File: src/rtl/arp_pkg.sv
// ARP responder shared definitions: protocol constants, reply layout, FSM state type, CRC step.
// Latency: n/a (package). Backpressure: n/a.
// Contents: EtherType/ARP field constants, preamble/SFD bytes, CRC-32 init/residue, arp_state_e, arp_reply_t.
package arp_pkg;

    localparam logic [15:0] ETH_TYPE_ARP     = 16'h0806;
    localparam logic [15:0] ARP_HTYPE_ETH    = 16'h0001;
    localparam logic [15:0] ARP_PTYPE_IP     = 16'h0800;
    localparam logic [7:0]  ARP_HLEN_ETH     = 8'd6;
    localparam logic [7:0]  ARP_PLEN_IP      = 8'd4;
    localparam logic [15:0] ARP_OPER_REQ     = 16'h0001;
    localparam logic [15:0] ARP_OPER_REPLY   = 16'h0002;
    localparam logic [1:0]  PKT_TYPE_ARP_REQ = 2'b01;
    localparam logic [7:0]  ETH_PREAMBLE     = 8'h55;
    localparam logic [7:0]  ETH_SFD          = 8'hD5;
    localparam logic [31:0] CRC32_INIT       = 32'hFFFF_FFFF;
    localparam logic [31:0] CRC32_RESIDUE    = 32'hDEBB_20E3;
    localparam logic [31:0] CRC32_POLY_REFL  = 32'hEDB8_8320;
    // Ethernet header + ARP body, before zero padding.
    localparam logic [7:0]  ARP_HDR_BYTES    = 8'd42;

    typedef enum logic [2:0] {
        S_IDLE,
        S_REQ,
        S_PREAMBLE,
        S_SFD,
        S_PAYLOAD,
        S_FCS,
        S_IFG
    } arp_state_e;

    // Field order is wire order: the first declared field goes out first.
    typedef struct packed {
        logic [47:0] dst_mac;
        logic [47:0] src_mac;
        logic [15:0] eth_type;
        logic [15:0] htype;
        logic [15:0] ptype;
        logic [7:0]  hlen;
        logic [7:0]  plen;
        logic [15:0] oper;
        logic [47:0] sha;
        logic [31:0] spa;
        logic [47:0] tha;
        logic [31:0] tpa;
    } arp_reply_t;

    typedef logic [41:0][7:0] arp_reply_bytes_t;

    // One byte of reflected CRC-32, LSB of the data byte first.
    function automatic logic [31:0] crc32_byte(input logic [31:0] crc, input logic [7:0] data);
        logic [31:0] c;
        c = crc ^ {24'h0, data};
        for (int i = 0; i < 8; i++) begin
            c = c[0] ? ((c >> 1) ^ CRC32_POLY_REFL) : (c >> 1);
        end
        return c;
    endfunction

endpackage

File: src/rtl/arp_responder_if.sv
// Byte-wide MII-style tx bus with request/grant arbitration towards the tx mux.
// Latency: n/a (wiring). Backpressure: tx_gnt gates frame start only; once started a frame runs to the end.
// Signals: tx_req (own the bus), tx_gnt (bus granted), tx_data (byte), tx_en (byte valid).
interface arp_responder_if;
    logic       tx_req;
    logic       tx_gnt;
    logic [7:0] tx_data;
    logic       tx_en;

    modport master (output tx_req, output tx_data, output tx_en, input tx_gnt);
    modport slave  (input tx_req, input tx_data, input tx_en, output tx_gnt);
endinterface

File: src/rtl/arp_responder_eth_crc32.sv
// eth_crc32: byte-wide Ethernet CRC-32 accumulator (reflected, combinational next, registered state).
// Latency: crc reflects a byte one cycle after en. Backpressure: none; en simply holds the value.
// Ports: clk, rst (sync, active-high), init (load CRC32_INIT), en (absorb data), data[7:0], crc[31:0] (raw, uncomplemented).
module eth_crc32
    import arp_pkg::*;
(
    input  logic        clk,
    input  logic        rst,
    input  logic        init,
    input  logic        en,
    input  logic [7:0]  data,
    output logic [31:0] crc
);

    always_ff @(posedge clk) begin
        if (rst || init) begin
            crc <= CRC32_INIT;
        end else if (en) begin
            crc <= crc32_byte(crc, data);
        end
    end

endmodule

File: src/rtl/arp_responder.sv
// arp_responder: answers ARP requests for the local IP with a full reply frame on the shared tx bus.
// Latency: tx_req the cycle after a matching strobe; first preamble byte the cycle after tx_gnt.
// Backpressure: waits in REQ for tx_gnt; one pending request is queued, further matches are dropped.
// Ports: clk, rst, i_local_mac/i_local_ip, i_req_* (parsed request strobe), tx (arp_responder_if.master),
//        o_busy, o_reply_cnt, o_drop_cnt. Define ARP_RESP_STATS_EN to build the reply/drop counters.
module arp_responder
    import arp_pkg::*;
#(
    parameter int PREAMBLE_LEN = 7,
    parameter int MIN_FRAME    = 60,
    parameter int IFG_CYCLES   = 12
) (
    input  logic                    clk,
    input  logic                    rst,
    input  logic [47:0]             i_local_mac,
    input  logic [31:0]             i_local_ip,
    input  logic                    i_req_vl,
    input  logic [1:0]              i_req_type,
    input  logic [47:0]             i_req_SHA,
    input  logic [31:0]             i_req_SPA,
    input  logic [31:0]             i_req_TPA,
    arp_responder_if.master         tx,
    output logic                    o_busy,
    output logic [7:0]              o_reply_cnt,
    output logic [7:0]              o_drop_cnt
);

    localparam logic [7:0] PRE_LAST  = 8'(PREAMBLE_LEN - 1);
    localparam logic [7:0] PAY_LAST  = 8'(MIN_FRAME - 1);
    localparam logic [7:0] FCS_LAST  = 8'd3;
    localparam logic [7:0] IFG_LAST  = 8'(IFG_CYCLES - 1);
    // With a request already queued, REQ is entered one cycle early so that REQ itself
    // supplies the final idle cycle and a granted frame follows exactly IFG_CYCLES later.
    localparam logic [7:0] IFG_EARLY = 8'(IFG_CYCLES - 2);

    arp_state_e       state, state_nxt;
    logic [7:0]       cnt, cnt_nxt;
    logic             slot_full;
    logic [47:0]      slot_sha;
    logic [31:0]      slot_spa;
    logic [47:0]      fr_sha, fr_mac;
    logic [31:0]      fr_spa, fr_ip;
    logic             match, start, accept;
    arp_reply_t       reply;
    arp_reply_bytes_t reply_b;
    logic [7:0]       pay_byte;
    logic [31:0]      crc;

    assign match  = i_req_vl && (i_req_type == PKT_TYPE_ARP_REQ) &&
                    (i_req_TPA == i_local_ip) && (i_local_ip != 32'd0);
    assign start  = (state == S_REQ) && tx.tx_gnt;
    // The slot empties on the start edge, so a strobe on that same edge still fits.
    assign accept = match && (!slot_full || start);

    always_ff @(posedge clk) begin
        if (rst) begin
            state     <= S_IDLE;
            cnt       <= '0;
            slot_full <= 1'b0;
            slot_sha  <= '0;
            slot_spa  <= '0;
            fr_sha    <= '0;
            fr_spa    <= '0;
            fr_mac    <= '0;
            fr_ip     <= '0;
        end else begin
            state <= state_nxt;
            cnt   <= cnt_nxt;
            if (accept) begin
                slot_full <= 1'b1;
                slot_sha  <= i_req_SHA;
                slot_spa  <= i_req_SPA;
            end else if (start) begin
                slot_full <= 1'b0;
            end
            // Frame contents are frozen at start; later changes to local MAC/IP wait for the next frame.
            if (start) begin
                fr_sha <= slot_sha;
                fr_spa <= slot_spa;
                fr_mac <= i_local_mac;
                fr_ip  <= i_local_ip;
            end
        end
    end

    always_comb begin
        state_nxt = state;
        cnt_nxt   = cnt;
        case (state)
            S_IDLE: begin
                if (slot_full || accept) state_nxt = S_REQ;
            end
            S_REQ: begin
                if (tx.tx_gnt) begin
                    state_nxt = S_PREAMBLE;
                    cnt_nxt   = '0;
                end
            end
            S_PREAMBLE: begin
                if (cnt == PRE_LAST) begin
                    state_nxt = S_SFD;
                    cnt_nxt   = '0;
                end else begin
                    cnt_nxt = cnt + 8'd1;
                end
            end
            S_SFD: begin
                state_nxt = S_PAYLOAD;
                cnt_nxt   = '0;
            end
            S_PAYLOAD: begin
                if (cnt == PAY_LAST) begin
                    state_nxt = S_FCS;
                    cnt_nxt   = '0;
                end else begin
                    cnt_nxt = cnt + 8'd1;
                end
            end
            S_FCS: begin
                if (cnt == FCS_LAST) begin
                    state_nxt = S_IFG;
                    cnt_nxt   = '0;
                end else begin
                    cnt_nxt = cnt + 8'd1;
                end
            end
            S_IFG: begin
                if (slot_full && (cnt >= IFG_EARLY)) begin
                    state_nxt = S_REQ;
                end else if (cnt == IFG_LAST) begin
                    state_nxt = S_IDLE;
                end else begin
                    cnt_nxt = cnt + 8'd1;
                end
            end
            default: state_nxt = S_IDLE;
        endcase
    end

    assign reply = '{dst_mac:  fr_sha,
                     src_mac:  fr_mac,
                     eth_type: ETH_TYPE_ARP,
                     htype:    ARP_HTYPE_ETH,
                     ptype:    ARP_PTYPE_IP,
                     hlen:     ARP_HLEN_ETH,
                     plen:     ARP_PLEN_IP,
                     oper:     ARP_OPER_REPLY,
                     sha:      fr_mac,
                     spa:      fr_ip,
                     tha:      fr_sha,
                     tpa:      fr_spa};
    assign reply_b  = reply;
    // Byte 0 is the most significant byte of the packed reply; beyond the header the frame is zero pad.
    assign pay_byte = (cnt < ARP_HDR_BYTES) ? reply_b[6'd41 - cnt[5:0]] : 8'h00;

    eth_crc32 u_crc (
        .clk  (clk),
        .rst  (rst),
        .init (state == S_SFD),
        .en   (state == S_PAYLOAD),
        .data (pay_byte),
        .crc  (crc)
    );

    always_comb begin
        tx.tx_req  = 1'b0;
        tx.tx_en   = 1'b0;
        tx.tx_data = 8'h00;
        case (state)
            S_REQ: tx.tx_req = 1'b1;
            S_PREAMBLE: begin
                tx.tx_req  = 1'b1;
                tx.tx_en   = 1'b1;
                tx.tx_data = ETH_PREAMBLE;
            end
            S_SFD: begin
                tx.tx_req  = 1'b1;
                tx.tx_en   = 1'b1;
                tx.tx_data = ETH_SFD;
            end
            S_PAYLOAD: begin
                tx.tx_req  = 1'b1;
                tx.tx_en   = 1'b1;
                tx.tx_data = pay_byte;
            end
            S_FCS: begin
                tx.tx_req = 1'b1;
                tx.tx_en  = 1'b1;
                // FCS goes out complemented, least significant byte first.
                case (cnt[1:0])
                    2'd0:    tx.tx_data = ~crc[7:0];
                    2'd1:    tx.tx_data = ~crc[15:8];
                    2'd2:    tx.tx_data = ~crc[23:16];
                    default: tx.tx_data = ~crc[31:24];
                endcase
            end
            default: ;
        endcase
    end

    assign o_busy = (state != S_IDLE) || slot_full;

`ifdef ARP_RESP_STATS_EN
    logic [7:0] reply_cnt, drop_cnt;

    always_ff @(posedge clk) begin
        if (rst) begin
            reply_cnt <= '0;
            drop_cnt  <= '0;
        end else begin
            if ((state == S_FCS) && (cnt == FCS_LAST)) reply_cnt <= reply_cnt + 8'd1;
            if (match && !accept)                      drop_cnt  <= drop_cnt + 8'd1;
        end
    end

    assign o_reply_cnt = reply_cnt;
    assign o_drop_cnt  = drop_cnt;
`else
    assign o_reply_cnt = 8'd0;
    assign o_drop_cnt  = 8'd0;
`endif

endmodule

File: src/flat_wrapper.sv
// flat-port wrapper written by rule: the top's interface ports become plain ports
module arp_responder_flat import arp_pkg::*;
#(
    parameter int PREAMBLE_LEN = 7,
    parameter int MIN_FRAME    = 60,
    parameter int IFG_CYCLES   = 12
)
  (clk, rst, i_local_mac, i_local_ip, i_req_vl, i_req_type, i_req_SHA, i_req_SPA, i_req_TPA, o_busy, o_reply_cnt, o_drop_cnt, tx_tx_req, tx_tx_data, tx_tx_en, tx_tx_gnt);
  arp_responder_if tx_i ();
  input  logic clk;
  input  logic rst;
  input  logic [47:0] i_local_mac;
  input  logic [31:0] i_local_ip;
  input  logic i_req_vl;
  input  logic [1:0] i_req_type;
  input  logic [47:0] i_req_SHA;
  input  logic [31:0] i_req_SPA;
  input  logic [31:0] i_req_TPA;
  output logic o_busy;
  output logic [7:0] o_reply_cnt;
  output logic [7:0] o_drop_cnt;
  output wire logic [$bits(tx_i.tx_req)-1:0] tx_tx_req;
  output wire logic [$bits(tx_i.tx_data)-1:0] tx_tx_data;
  output wire logic [$bits(tx_i.tx_en)-1:0] tx_tx_en;
  input wire logic [$bits(tx_i.tx_gnt)-1:0] tx_tx_gnt;
  assign tx_tx_req = tx_i.tx_req;
  assign tx_tx_data = tx_i.tx_data;
  assign tx_tx_en = tx_i.tx_en;
  assign tx_i.tx_gnt = tx_tx_gnt;
  arp_responder #(.PREAMBLE_LEN(PREAMBLE_LEN), .MIN_FRAME(MIN_FRAME), .IFG_CYCLES(IFG_CYCLES)) u_core (.clk(clk), .rst(rst), .i_local_mac(i_local_mac), .i_local_ip(i_local_ip), .i_req_vl(i_req_vl), .i_req_type(i_req_type), .i_req_SHA(i_req_SHA), .i_req_SPA(i_req_SPA), .i_req_TPA(i_req_TPA), .tx(tx_i), .o_busy(o_busy), .o_reply_cnt(o_reply_cnt), .o_drop_cnt(o_drop_cnt));
endmodule
File: config.mk
export PLATFORM = sky130hd
export DESIGN_NAME = arp_responder_flat
export DESIGN_NICKNAME = d
export VERILOG_FILES = /design/src/rtl/arp_pkg.sv /design/src/rtl/arp_responder_if.sv /design/src/rtl/arp_responder_eth_crc32.sv /design/src/rtl/arp_responder.sv /design/src/flat_wrapper.sv
export SDC_FILE = /design/constraint.sdc
export NUM_CORES = 1
export LEC_CHECK = 0
export CORE_MARGIN = 4
export CORE_UTILIZATION = 58
export DETAILED_ROUTE_END_ITERATION = 8
export HOLD_SLACK_MARGIN = 0.15
export PLACE_DENSITY = 0.95
export SYNTH_ARGS = -nofsm -noshare
export SYNTH_HDL_FRONTEND = slang
export SYNTH_HIERARCHICAL = 1
export SYNTH_SLANG_ARGS = --single-unit
File: constraint.sdc
create_clock -name clk -period 12.3 [get_ports clk]
set_input_delay 1.845 -clock clk [delete_from_list [all_inputs] [get_ports clk]]
set_output_delay 1.845 -clock clk [all_outputs]
set_load 0.02 [all_outputs]
==> flow_metrics.py <==
metrics = {
    "critical_path": {
        "rrSetupSlack_ns": 7.76,
        "critPathRequiredTime_ns": 10.45,
        "reg2reg_depth": 14,
        "crit_fanout": 34,
        "r2r-start": "u_core/cnt[1]",
        "cp.arrival_ns": 4.24,
        "max_stage_delay_ns": 0.61,
        "cp-start-kind": "flip-flop",
        "crit_path_cell_trace": "inv_1 > ha_1 > xnor2_2 > buf_4 > nor2_1 > a221o_1 > a21oi_1 > o31ai_1 > a21bo_2 > clkdlybuf4s50_1",
        "r2r_end": "u_core/u_crc/crc[23]",
        "endpoint_kind": "output pin",
        "path_class": "flip-flop to output pin",
        "cp_slowest_cell": "clkdlybuf4s50_1",
    },
    "drt": {
        "wl_per_cell_um": 19.71,
        "routed_wirelength_mm": 40.89,
        "vias": 12190,
        "drtIter0Drc": 1291,
        "via_per_inst": 5.878,
        "dr.pass1.iters": 8,
        "antenna_left": 0,
        "drc": 0,
    },
    "worst_hold_path": {
        "hp-class": "flip-flop to flip-flop",
        "min_delay_path_depth": 2,
        "min_to": "u_core/fr_spa[29]",
        "hp-start": "u_core/fr_spa[29]",
    },
    "floorplanning": {
        "coreArea_mm2": 0.02292,
        "chipWidth_um": 161.7,
        "die_area_mm2": 0.02615,
        "fp.dieH_um": 161.7,
        "io_pins": 225,
        "rows": 55,
        "start_util": 0.5979,
    },
    "yosys": {
        "synth_edf_count": 0,
        "ys_top_cells_by_area": "dfxtp_1 41%, nand2_1 10%, a21oi_1 7.1%, mux2i_1 6.9%, mux4_2 4.4%",
        "avgSynthCellArea_um2": 8.526,
        "synthesis.area_mm2": 0.01370,
        "ys_seq_area_frac": 0.4150,
        "syn_inst": 1607,
        "async_flop_share": 0,
        "synth_top_family_by_area": "simple AND/OR/NAND/NOR gates",
        "synth-simple-area-share": 0.1848,
        "yosys_register_bits": 284,
        "synth_mux_area_frac": 0.1245,
        "synth_adder_area_share": 0.007306,
        "yosys.area_share.xor_xnor": 0.08740,
        "netlist.area_leader.share": 0.4150,
        "synth_area_leader_cell": "dfxtp_1",
        "synth_flop_cell": "dfxtp_1",
        "yosys_warnings": 6,
        "synth_compound_area_frac": 0.1332,
        "ys_types": 69,
    },
    "layout": {
        "num-fill-cells": 1608,
        "drive_gt1_frac": 0.07098,
        "area_growth_pct": 21.42,
        "nNetsFinal": 1945,
        "num_antenna_cells": 0,
    },
    "sta": {
        "fin_crit_ns": 6.081,
        "fmax_mhz": 164.5,
        "setup_violations": 0,
        "drv_slew": 0,
        "tightest_slew_ns": 1.077,
        "final.setup_skew_ns": 0.01282,
        "timing_hold_violations_final": 0,
        "finalSetupTns_ns": 0,
        "maxSlewHeadroom": 0.2822,
        "post-route-period-util": 0.4944,
        "rsz0062_at_grt": "no",
    },
    "global_route": {
        "grt_pass1_vias": 12220,
        "grt_use_met1": 0.3701,
        "grtUsageMet2": 0.5258,
        "grt_pass1_wl_mm": 63.34,
        "antenna_found_initial": 0,
        "grt_max_degree": 147,
        "gr-total-overflow": 0,
        "grt.total_usage": 0.2991,
        "grtUsageMet3": 0.05252,
        "top_usage_layer": "met2",
    },
    "power_and_ir_drop": {
        "ir_drop_uv": 94.40,
        "p_leak_nw": 5.562,
        "p_per_area_mw_per_mm2": 111.8,
        "power_mw": 1.860,
    },
    "cts": {
        "cts.sinks": 284,
        "clkLatencyLatePin_ns": 0.55,
        "cts.path.max_buffers": 3,
        "holdBufCountCts": 0,
        "cts_tree": "built",
        "cts_setup_buffers": 0,
        "cts_buffers": 29,
        "cts_root_buf": "clkbuf_16",
        "ctsHtreeMaxLevel": 1,
        "cts_resized": 0,
        "clkTransAtPathRegs_ns": 0.06,
    },
    "status": {
        "status": "finished clean",
    },
    "placement": {
        "gp_congestion": 0.9557,
        "place_hpwl_mm": 28.86,
        "port_buffers": 208,
    },
    "run": {
        "drv_cap": 0,
    },
}
[cells in the mapped netlist, drive strengths merged (5+ instances only)]
library cell  count
a211o             5
a211oi            7
a21oi           193
a31oi             9
and2              5
buf              42
clkbuf           89
dfxtp           284
ha                8
inv              15
mux2             13
mux2i            95
mux4             27
nand2           376
nand3             9
nand4             6
nor2            139
nor2b            16
nor3             15
nor4             19
o211ai           11
o21ai            30
o22ai            12
o311ai            5
o31a             10
o31ai             5
xnor2            53
xor2             54
[worst max-delay path by stage]
| stage | from | to | slack (ns) | cells past startpoint |
|---|---|---|---|---|
| after floorplan | u_core/cnt[1] | tx_tx_data[4] | 7.20 | 13 |
| after global placement | u_core/cnt[2] | tx_tx_data[1] | 6.90 | 9 |
| after detailed placement | u_core/cnt[2] | tx_tx_data[1] | 6.91 | 9 |
| after CTS | u_core/cnt[2] | tx_tx_data[1] | 6.32 | 9 |
| after global routing | u_core/cnt[2] | tx_tx_data[1] | 5.98 | 9 |
| final | u_core/cnt[1] | tx_tx_data[5] | 6.22 | 10 |
[where the power goes]
group | total [mW] | switching, mW | internal (mW)
logic | 0.109 | 0.0470 | 0.0617
clock network | 0.832 | 0.362 | 0.470
registers | 0.920 | 0.0000203 | 0.920
total | 1.86 | 0.409 | 1.45
[per-stage QoR]
stage	worst slack (ns)	util	std cells	area (um2)	hold slack, ns
after floorplan	7.205	-	1622	13760	0.4312
after global routing	5.976	0.7259	2074	16630	0.4718
final	6.219	0.7259	2074	16630	0.4538
after global placement	6.900	0.6868	2021	15740	0.4393
after detailed placement	6.909	0.6868	2021	15740	0.4456
after CTS	6.315	0.7259	2074	16630	0.4544
[worst max-delay path, delay by kind of cell (launching register included)]
family | cells | cell delay [ns]
XOR/XNOR | 1 | 0.10
flip-flops | 1 | 0.31
AO/OA/AOI/OAI | 4 | 1.07
buffers and inverters | 3 | 1.22
AND/OR/NAND/NOR | 1 | 0.43
adder cells (fa/ha/maj) | 1 | 0.54
[cell usage in the layout, fill, tap and decap left out, types with 12 or more instances in the layout]
cell | synthesis | routed
nor2b_1 | 16 | 16
xor2_1 | 50 | 50
clkdlybuf4s50_1 | 0 | 207
clkbuf_16 | 0 | 29
dfxtp_1 | 284 | 282
nor2_1 | 139 | 138
conb_1 | 1 | 16
mux2i_1 | 95 | 95
nor3_1 | 13 | 13
a21oi_1 | 193 | 193
xnor2_1 | 42 | 41
mux4_2 | 27 | 27
nand2_1 | 376 | 375
mux2_2 | 13 | 13
inv_1 | 14 | 14
o21ai_1 | 19 | 19
o22ai_1 | 12 | 12
nor4_1 | 19 | 19
[registers in the layout (all words and copies together) (netlist names)]
name and cells:
u_core/cnt 8, u_core/fr_ip 32, u_core/fr_mac 48, u_core/fr_sha 48, u_core/fr_spa 32, u_core/slot_full 1, u_core/slot_sha 48, u_core/slot_spa 32
u_core/state 3, u_core/u_crc/crc 32
[routing by layer]
layer | vias up | routed length (um)
met5 | - | 0
met4 | 0 | 1688
met3 | 108 | 3174
met2 | 615 | 20220
met1 | 5760 | 15810
li1 | 5707 | -
[cell type report]
type / count / area (um2) / area share
multi-input combinational: 1191 / 7447 / 0.4477
sequential: 284 / 5688 / 0.3419
timing repair buffer: 217 / 2151 / 0.1293
clock buffer: 40 / 787.0 / 0.04731
tap: 313 / 391.6 / 0.02354
clock inverter: 13 / 110.1 / 0.006619
inverter: 16 / 60.06 / 0.003610
[kinds of logic after synthesis]
group	after synthesis
compound gates	313
xor+xnor	110
fa+ha+maj	8
buf+inv	147
flops	284
mux	135
other cells	1
simple gates	609
(Power assumes the default switching activity.)
